===== config.mk =====
export PLATFORM = sky130hd
export DESIGN_NAME = pulse_interval_meter
export DESIGN_NICKNAME = d
export VERILOG_FILES = /design/src/rtl/pulse_interval_meter.sv
export SDC_FILE = /design/constraint.sdc
export NUM_CORES = 1
export LEC_CHECK = 0
export CORE_UTILIZATION = 40
export CTS_BUF_LIST = sky130_fd_sc_hd__clkbuf_16
export DETAILED_ROUTE_END_ITERATION = 7
export PLACE_DENSITY = 0.67
export SLEW_MARGIN = 25
export SYNTH_ARGS = -nofsm -noshare
export SYNTH_HDL_FRONTEND = slang
export SYNTH_SLANG_ARGS = --single-unit

===== constraint.sdc =====
create_clock -name clk -period 4.4 [get_ports clk]
set_clock_uncertainty 0.15 [all_clocks]
set_input_delay 0.66 -clock clk [delete_from_list [all_inputs] [get_ports clk]]
set_output_delay 0.66 -clock clk [all_outputs]
set_load 0.1 [all_outputs]

===== src/rtl/pulse_interval_meter.sv =====
// pulse_interval_meter: measures the clock-cycle interval between consecutive
// debounced pulses, counts pulses, flags loss of signal after TIMEOUT idle
// cycles, and buffers intervals in a show-ahead FIFO with a valid/ready port.
//
// Ports:
//   clk, rst_n   - clock (rising edge), asynchronous active-low reset
//   pulse_in     - single-cycle pulse strobe; every high cycle is one pulse
//   clear        - synchronous clear, highest priority
//   meas_data    - interval at FIFO head (0 when empty)
//   meas_valid   - FIFO not empty
//   meas_ready   - consumer pops the head when meas_valid && meas_ready
//   pulse_count  - pulses since reset/clear, wraps modulo 2^16
//   timeout      - high while no pulse has arrived within TIMEOUT cycles
//   overflow     - sticky: an interval was dropped on a full FIFO
module pulse_interval_meter #(
  parameter int unsigned CNT_W      = 16,
  parameter int unsigned FIFO_DEPTH = 4,
  parameter int unsigned TIMEOUT    = 1000
) (
  input  logic             clk,
  input  logic             rst_n,
  input  logic             pulse_in,
  input  logic             clear,
  output logic [CNT_W-1:0] meas_data,
  output logic             meas_valid,
  input  logic             meas_ready,
  output logic [15:0]      pulse_count,
  output logic             timeout,
  output logic             overflow
);

  localparam int unsigned PTR_W = $clog2(FIFO_DEPTH);
  localparam int unsigned OCC_W = PTR_W + 1;
  localparam logic [CNT_W-1:0] CNT_MAX = '1;
  localparam logic [CNT_W-1:0] TO_VAL  = CNT_W'(TIMEOUT);
  localparam logic [OCC_W-1:0] OCC_FULL = OCC_W'(FIFO_DEPTH);

  localparam logic [1:0] S_IDLE = 2'd0;
  localparam logic [1:0] S_MEAS = 2'd1;
  localparam logic [1:0] S_TMO  = 2'd2;

  logic [1:0]       state_q, state_d;
  logic [CNT_W-1:0] cnt_q, cnt_d;
  logic [PTR_W-1:0] rd_ptr_q, rd_ptr_d;
  logic [PTR_W-1:0] wr_ptr_q, wr_ptr_d;
  logic [OCC_W-1:0] occ_q, occ_d;
  logic [CNT_W-1:0] head_q, head_d;
  logic             valid_q, valid_d;
  logic [15:0]      pulse_count_q, pulse_count_d;
  logic             timeout_q, timeout_d;
  logic             overflow_q, overflow_d;
  logic [CNT_W-1:0] mem_q [FIFO_DEPTH];

  logic push_c;
  logic push_acc_c;
  logic pop_c;

  // Measurement FSM, FIFO bookkeeping and registered show-ahead head.
  always_comb begin
    state_d       = state_q;
    cnt_d         = cnt_q;
    rd_ptr_d      = rd_ptr_q;
    wr_ptr_d      = wr_ptr_q;
    occ_d         = occ_q;
    head_d        = head_q;
    valid_d       = valid_q;
    pulse_count_d = pulse_count_q;
    timeout_d     = timeout_q;
    overflow_d    = overflow_q;
    push_c        = 1'b0;
    push_acc_c    = 1'b0;
    pop_c         = 1'b0;

    if (clear) begin
      state_d       = S_IDLE;
      cnt_d         = '0;
      rd_ptr_d      = '0;
      wr_ptr_d      = '0;
      occ_d         = '0;
      head_d        = '0;
      valid_d       = 1'b0;
      pulse_count_d = '0;
      timeout_d     = 1'b0;
      overflow_d    = 1'b0;
    end else begin
      pulse_count_d = pulse_count_q + 16'(pulse_in);

      case (state_q)
        S_IDLE: begin
          if (pulse_in) begin
            state_d = S_MEAS;
            cnt_d   = CNT_W'(1);
          end
        end
        S_MEAS: begin
          if (pulse_in) begin
            push_c = 1'b1;
            cnt_d  = CNT_W'(1);
          end else if (cnt_q == TO_VAL) begin
            state_d   = S_TMO;
            timeout_d = 1'b1;
          end else if (cnt_q != CNT_MAX) begin
            cnt_d = cnt_q + CNT_W'(1);
          end
        end
        S_TMO: begin
          // Interval spanning a signal loss is meaningless: restart only.
          if (pulse_in) begin
            state_d   = S_MEAS;
            cnt_d     = CNT_W'(1);
            timeout_d = 1'b0;
          end
        end
        default: begin
          state_d = S_IDLE;
          cnt_d   = '0;
        end
      endcase

      pop_c      = valid_q && meas_ready;
      // A simultaneous pop frees the slot, so a full FIFO still accepts.
      push_acc_c = push_c && ((occ_q != OCC_FULL) || pop_c);
      if (push_c && !push_acc_c) begin
        overflow_d = 1'b1;
      end

      if (pop_c) begin
        rd_ptr_d = rd_ptr_q + PTR_W'(1);
      end
      if (push_acc_c) begin
        wr_ptr_d = wr_ptr_q + PTR_W'(1);
      end
      occ_d   = occ_q + OCC_W'(push_acc_c) - OCC_W'(pop_c);
      valid_d = (occ_d != '0);

      // Next head: the slot being written this cycle bypasses the memory.
      if (occ_d == '0) begin
        head_d = '0;
      end else if (push_acc_c && (rd_ptr_d == wr_ptr_q)) begin
        head_d = cnt_q;
      end else begin
        head_d = mem_q[rd_ptr_d];
      end
    end
  end

  // Control and status registers.
  always_ff @(posedge clk or negedge rst_n) begin
    if (!rst_n) begin
      state_q       <= S_IDLE;
      cnt_q         <= '0;
      rd_ptr_q      <= '0;
      wr_ptr_q      <= '0;
      occ_q         <= '0;
      head_q        <= '0;
      valid_q       <= 1'b0;
      pulse_count_q <= '0;
      timeout_q     <= 1'b0;
      overflow_q    <= 1'b0;
    end else begin
      state_q       <= state_d;
      cnt_q         <= cnt_d;
      rd_ptr_q      <= rd_ptr_d;
      wr_ptr_q      <= wr_ptr_d;
      occ_q         <= occ_d;
      head_q        <= head_d;
      valid_q       <= valid_d;
      pulse_count_q <= pulse_count_d;
      timeout_q     <= timeout_d;
      overflow_q    <= overflow_d;
    end
  end

  // FIFO storage; contents are only meaningful between rd and wr pointers.
  always_ff @(posedge clk) begin
    if (push_acc_c) begin
      mem_q[wr_ptr_q] <= cnt_q;
    end
  end

  assign meas_data   = head_q;
  assign meas_valid  = valid_q;
  assign pulse_count = pulse_count_q;
  assign timeout     = timeout_q;
  assign overflow    = overflow_q;

endmodule


# Yosys cells after proc, flatten, opt, wreduce, memory -nomap -nowiden
# Memory sizes are Yosys's and may differ from the RTL's.
# Cells that the tools add are included.
# word_totals
ff_bits	60
mem_bits_rw	64
input_bits	5
output_inout_bits	35
word_cells	80
n_memories	1
# classes
addsub	6
eq_ne	12
mux	35
reduce_logical	16
# memory_table
name	depth	width	rd	rd_ports_with_merged_regs	wr	line	text
mem_q	4	16	1	0	1	52	logic [CNT_W-1:0] mem_q [FIFO_DEPTH];
# op_table
op	count
2-to-1 mux 16 bit	9
case mux 16 bit (2 select lines)	1
2-to-1 mux 2 bit	9
adder 16 x 1 -> 16 bit	1
adder 16 x 1 -> 16 bit, second input constant	1
== test 16 x 10 -> 1 bit, second input constant	1
!= test 16 bit, second input constant	1
2-to-1 mux 1 bit	13
!= test 3 bit, second input constant	4
!= test 4 bit, second input constant	2
AND reduction 3 bit	2
nonzero test 3 bit	2
adder 2 x 1 -> 2 bit, second input constant	2
logical AND 1 bit	4
case mux 2 bit (2 select lines)	1
AND reduction 4 bit	1
nonzero test 2 bit	2
adder 3 x 1 -> 3 bit	1
logical NOT 3 bit	1
2-to-1 mux 3 bit	1
!= test 3 x 1 -> 1 bit, second input constant	1
subtractor 3 x 1 -> 3 bit	1
== test 2 x 1 -> 1 bit, second input constant	1
== test 2 bit	1
6 further kinds	6

# Depth between registers and ports, before layout
# depth
ltp_word	9
depth_mapped	15
ltp_nobuf	12

# Least setup slack after synthesis
# OpenSTA, ideal clock, no wires.
# synth_path
path_kind	flip-flop to flip-flop
start	register valid_q (netlist: meas_valid)
end	register head_q[10] (netlist: meas_data[10])
setup_ns	0.136
arrival_time_ns	3.583
required_ns	4.114
setup_slack_ns	0.531
stages_incl_launch_ff	16
path_buffers	4
synth_period_minus_slack_ns	3.869
path_cell_list	dfrtp_1 -> nand2_1 -> buf_2 -> inv_1 -> buf_1 -> ha_1 -> inv_1 -> ha_1 -> inv_1 -> fa_1 -> xor2_1 -> xnor2_1 -> a31o_2 -> clkbuf_1 -> clkbuf_1 -> a21oi_1
# synth_via
elab_chain_len	8
word_cells_on_any_way	14
cone_classes	2 x add/sub; 1 x eq/ne; 5 x mux; 5 x reduce/logical; 1 x memory
# synth_lines
item	line	text
from (decl)	48	logic valid_q, valid_d;
from (signal assigned)	167	valid_q <= valid_d;
logical AND 1 bit (*)	120	pop_c = valid_q && meas_ready;
logical OR 1 bit or 2-to-1 mux 2 bit (tied branches)	122, 127	
logical AND 1 bit or 2-to-1 mux 2 bit (tied branches)	122, 74	
adder 3 x 1 -> 3 bit or == test 2 bit (tied branches)	133, 139	
subtractor 3 x 1 -> 3 bit or logical AND 1 bit (tied branches)	133, 139	
logical NOT 3 bit or 2-to-1 mux 16 bit (tied branches)	137, 139	
2-to-1 mux 16 bit (*)	137	if (occ_d == '0) begin
2-to-1 mux 16 bit (*)	74	if (clear) begin
net head_d[10]	47	logic [CNT_W-1:0] head_q, head_d;
to (signal assigned)	155	head_q <= '0;
to (signal assigned)	166	head_q <= head_d;
to (decl)	47	
# The timed path passes the listed nets; every way through them passes the cells marked *. The select of a mux whose other input is x is not followed.
# A chain may end at the register's enable or synchronous reset.

# Final worst setup path
# layout_path
start	input port meas_ready
end	register head_q[14] (netlist: meas_data[14])
# layout_via
elab_chain_len	8
word_cells_on_any_way	14
cone_classes	2 x add/sub; 1 x eq/ne; 5 x mux; 5 x reduce/logical; 1 x memory
# layout_lines
item	line	text
from (decl)	26	input logic meas_ready,
logical AND 1 bit (*)	120	
logical OR 1 bit or 2-to-1 mux 2 bit (tied branches)	122, 127	
logical AND 1 bit or 2-to-1 mux 2 bit (tied branches)	122, 74	
adder 3 x 1 -> 3 bit or == test 2 bit (tied branches)	133, 139	
subtractor 3 x 1 -> 3 bit or logical AND 1 bit (tied branches)	133, 139	
logical NOT 3 bit or 2-to-1 mux 16 bit (tied branches)	137, 139	
2-to-1 mux 16 bit (*)	137	
2-to-1 mux 16 bit (*)	74	
net head_d[14]	47	
# Marked as above.

==> flow_summary.ini <==
[drt]
routed-wl-met2_um = 7390
drc = 0
drt-met1-wl_um = 6160
drt_iter0_markers = 358
wl_per_cell_um = 19.4
dr.pass1.iters = 6
via_count = 4555
wl_met3_um = 811
wl_um = 14800
via_per_inst = 5.98
top_layer = met4
drtAntennaViolNets = 0

[clock_tree]
clk_pin_slew_ns = 0.06
postCtsHoldBufs = 0
clock-root-buffer = clkbuf_16
cts.htree.levels = 4
cts.sinks = 124
clk_latency_ns = 0.41
cts_tree = built
cts_inserted_buffers = 17
postCtsResizedCells = 0
postCtsSetupRepairBufs = 0
cts_buffer_depth = 2

[cells_and_area]
syn2layout_area_growth_pct = 18.1
instances_no_fill = 762
nets = 581
final_layout_size_suffix_gt1_frac = 0.116
diodes = 0
final_core_util = 0.484
fillers = 1260

[grt]
track_usage = 0.207
grt_pass1_vias = 4603
grt_pass1_wl_um = 23700
grt_max_degree = 48
grt_remaining_overflow = 0
antenna_found_initial = 0

[power]
pwr-share-seq = 0.346
p_clk_frac = 0.319
p_switching_mw = 1.54
p_sw_frac = 0.390
power.leakage_nw = 2.60
ir_worst_vdd_mv = 0.264
combPwrFrac = 0.334
p_per_area_nw_per_um2 = 564
internal_power_mw = 2.41

[sta]
fin_crit_ns = 3.57
tightestPinTransition_ns = 0.976
setup_viol = 0
final.setup.tns_ns = 0
hold_violations = 0
rsz0062_at_grt = false
slew_headroom = 0.348
period_share = 0.812
finalMaxSlewViolations = 0
clock.fmax_mhz = 280

[yosys]
seq_area_frac_synth = 0.577
synth_edf_count = 64
synth.distinct_cells = 55
synth_area_um2 = 5930
synth_warnings = 0
synth_area_per_cell_um2 = 11.1
ys_ff_latch = 124
synth_ff_type = edfxtp_1
syn_inst = 534
syn_nets = 550
synthArstFlopShare = 0.484

[worst_setup_path]
worstSetupStartpointType = primary input
end_kind = flop
crit_type = primary input to flop
cp_max_fo = 37
r2r_cells = 12
worst_ep_required_time_ns = 4.52
crit_arrival_ns = 3.69

[placed_design]
io_buffers = 39
dp_cells = 730
gp_congestion = 0.835
hpwlAfterDp_um = 9170

[floorplan]
start_util = 0.410
fp-row-count = 44
fp.dieH_um = 124
io_pins = 40
core-area_um2 = 14500
die_x_um = 124
dieArea_um2 = 15300

[outcome]
status = finished, final reports clean

[worst_hold_path]
hold_class = primary input to asynchronous set/reset pin

[flow_run]
drv_cap = 0
## Yosys cell counts (2+ instances only)
| cell | count | area share |
|---|---|---|
| a41oi_1 | 3 | 0.0044 |
| or2_2 | 2 | 0.0021 |
| a211o_1 | 2 | 0.0030 |
| o22ai_1 | 17 | 0.018 |
| nand3b_1 | 3 | 0.0038 |
| and2_1 | 4 | 0.0042 |
| dfrtp_1 | 60 | 0.25 |
| nand4_1 | 6 | 0.0063 |
| clkbuf_1 | 24 | 0.015 |
| buf_2 | 7 | 0.0059 |
| buf_1 | 5 | 0.0032 |
| nand2_1 | 20 | 0.013 |
| inv_1 | 15 | 0.0095 |
| edfxtp_1 | 64 | 0.32 |
| a21oi_1 | 26 | 0.022 |
| ha_1 | 10 | 0.021 |
| o21ai_0 | 41 | 0.035 |
| xnor2_1 | 11 | 0.016 |
| nor3_1 | 42 | 0.035 |
| a31oi_1 | 9 | 0.0095 |
| a21o_1 | 2 | 0.0025 |
| o211ai_1 | 16 | 0.020 |
| nand3_1 | 29 | 0.024 |
| xor2_1 | 9 | 0.013 |
| nor2_1 | 39 | 0.025 |
| mux2_2 | 15 | 0.028 |
| o221ai_1 | 15 | 0.022 |
| o22a_1 | 3 | 0.0044 |
| nor2b_1 | 5 | 0.0053 |
| and3_1 | 5 | 0.0053 |
## flip-flops by register name (all words and copies together) (netlist names)
name and cells:
timeout 1, wr_ptr_q 2, mem_q 64, meas_valid 1
state_q 2, occ_q 3, pulse_count 16, meas_data 16
rd_ptr_q 2, cnt_q 16, overflow 1
## placed cells by master, fill, tap and decap left out, drive strengths merged, types with 2 or more instances in the layout
cell type	Yosys	routed
and2	4	4
xnor2	11	11
clkinvlp	0	3
nor3	42	42
a41oi	3	3
xor2	9	9
a21oi	26	26
nand2	20	20
nor2	40	40
buf	14	12
a211o	2	2
o21ai	41	41
nor2b	5	5
nand4	6	6
mux2	16	16
a31oi	9	9
nand3b	3	3
clkbuf	24	17
ha	10	10
o22ai	17	17
clkdlybuf4s50	0	38
o211ai	16	16
o22a	3	3
nand3	29	29
a21o	3	3
and3	5	5
a221oi	2	2
dfrtp	60	60
or2	2	2
o221ai	15	15
edfxtp	64	64
inv	15	17
clkinv	0	9
nor4	2	2
## power groups by stage
stage,registers (mW),clock network (mW),logic (mW)
2_1_floorplan,1.86,0,0.491
3_3_place_gp,1.39,0,1.27
3_5_place_dp,1.39,0,1.31
4_1_cts,1.37,1.27,1.31
5_1_grt,1.37,1.33,1.39
6_report,1.37,1.26,1.32
## stage by stage
stage / cell area, um^2 / setup WS [ns] / hold WS (ns) / total power [mW]
finish: 7010 / 0.826 / 0.0967 / 3.95
global route: 7010 / 0.650 / 0.141 / 4.09
global placement: 6470 / 0.612 / 0.377 / 2.65
floorplan: 5930 / 0.531 / 0.214 / 2.35
CTS: 7000 / 0.853 / 0.306 / 3.95
detailed placement: 6470 / 0.450 / 0.394 / 2.69
## kinds of logic (layout without fill, tap and decap cells)
group                      after synthesis  count (layout)  synth area share
DFF                                    124             124             0.577
muxes                                   17              17            0.0327
xor gates and xnor gates                20              20            0.0295
buffers and inverters                   53              97            0.0369
and+or+nand+nor                        164             164             0.140
adders and majority gates               11              11            0.0245
AOI/OAI and AO/OA                      145             145             0.159
## cell type report
class	count	area (um^2)	area share
repair buffers	50	470	0.0672
flip-flops and latches	124	3420	0.489
well taps	184	230	0.0329
clock inverters	15	110	0.0157
inverters	15	56.3	0.00804
clock buffers	17	425	0.0607
multi-input cells	357	2290	0.327
## worst max-delay path, stage by stage
cell and delay (ns):
clkdlybuf4s50_1 0.46, nand2_1 0.11, buf_4 0.38, inv_1 0.12
ha_1 0.31, inv_1 0.07, ha_1 0.14, inv_1 0.05
fa_1 0.36, xor2_1 0.17, xnor2_1 0.20, a31o_2 0.50
nor3_1 0.14
## layer usage
layer | track usage | vias up
li1 | - | 2080
met1 | 0.256 | 2257
met2 | 0.344 | 176
met3 | 0.0412 | 42
met4 | 0.105 | 0
met5 | 0 | -
## path summary, 6_finish.rpt
path	end	from	slack (ns)
worst min-delay path	pulse_count[8]$_DFF_PN0_	rst_n	0.1
max in group asynchronous	meas_data[5]$_DFF_PN0_	rst_n	3.30
worst max-delay path	meas_data[14]$_DFF_PN0_	meas_ready	0.83
min in group clk	pulse_count[15]$_DFF_PN0_	pulse_count[15]$_DFF_PN0_	0.40
worst min register to register	pulse_count[15]$_DFF_PN0_	pulse_count[15]$_DFF_PN0_	0.40
worst max register to register	meas_data[14]$_DFF_PN0_	meas_valid$_DFF_PN0_	1.10
Note: power is estimated with default switching activity, not from simulation.
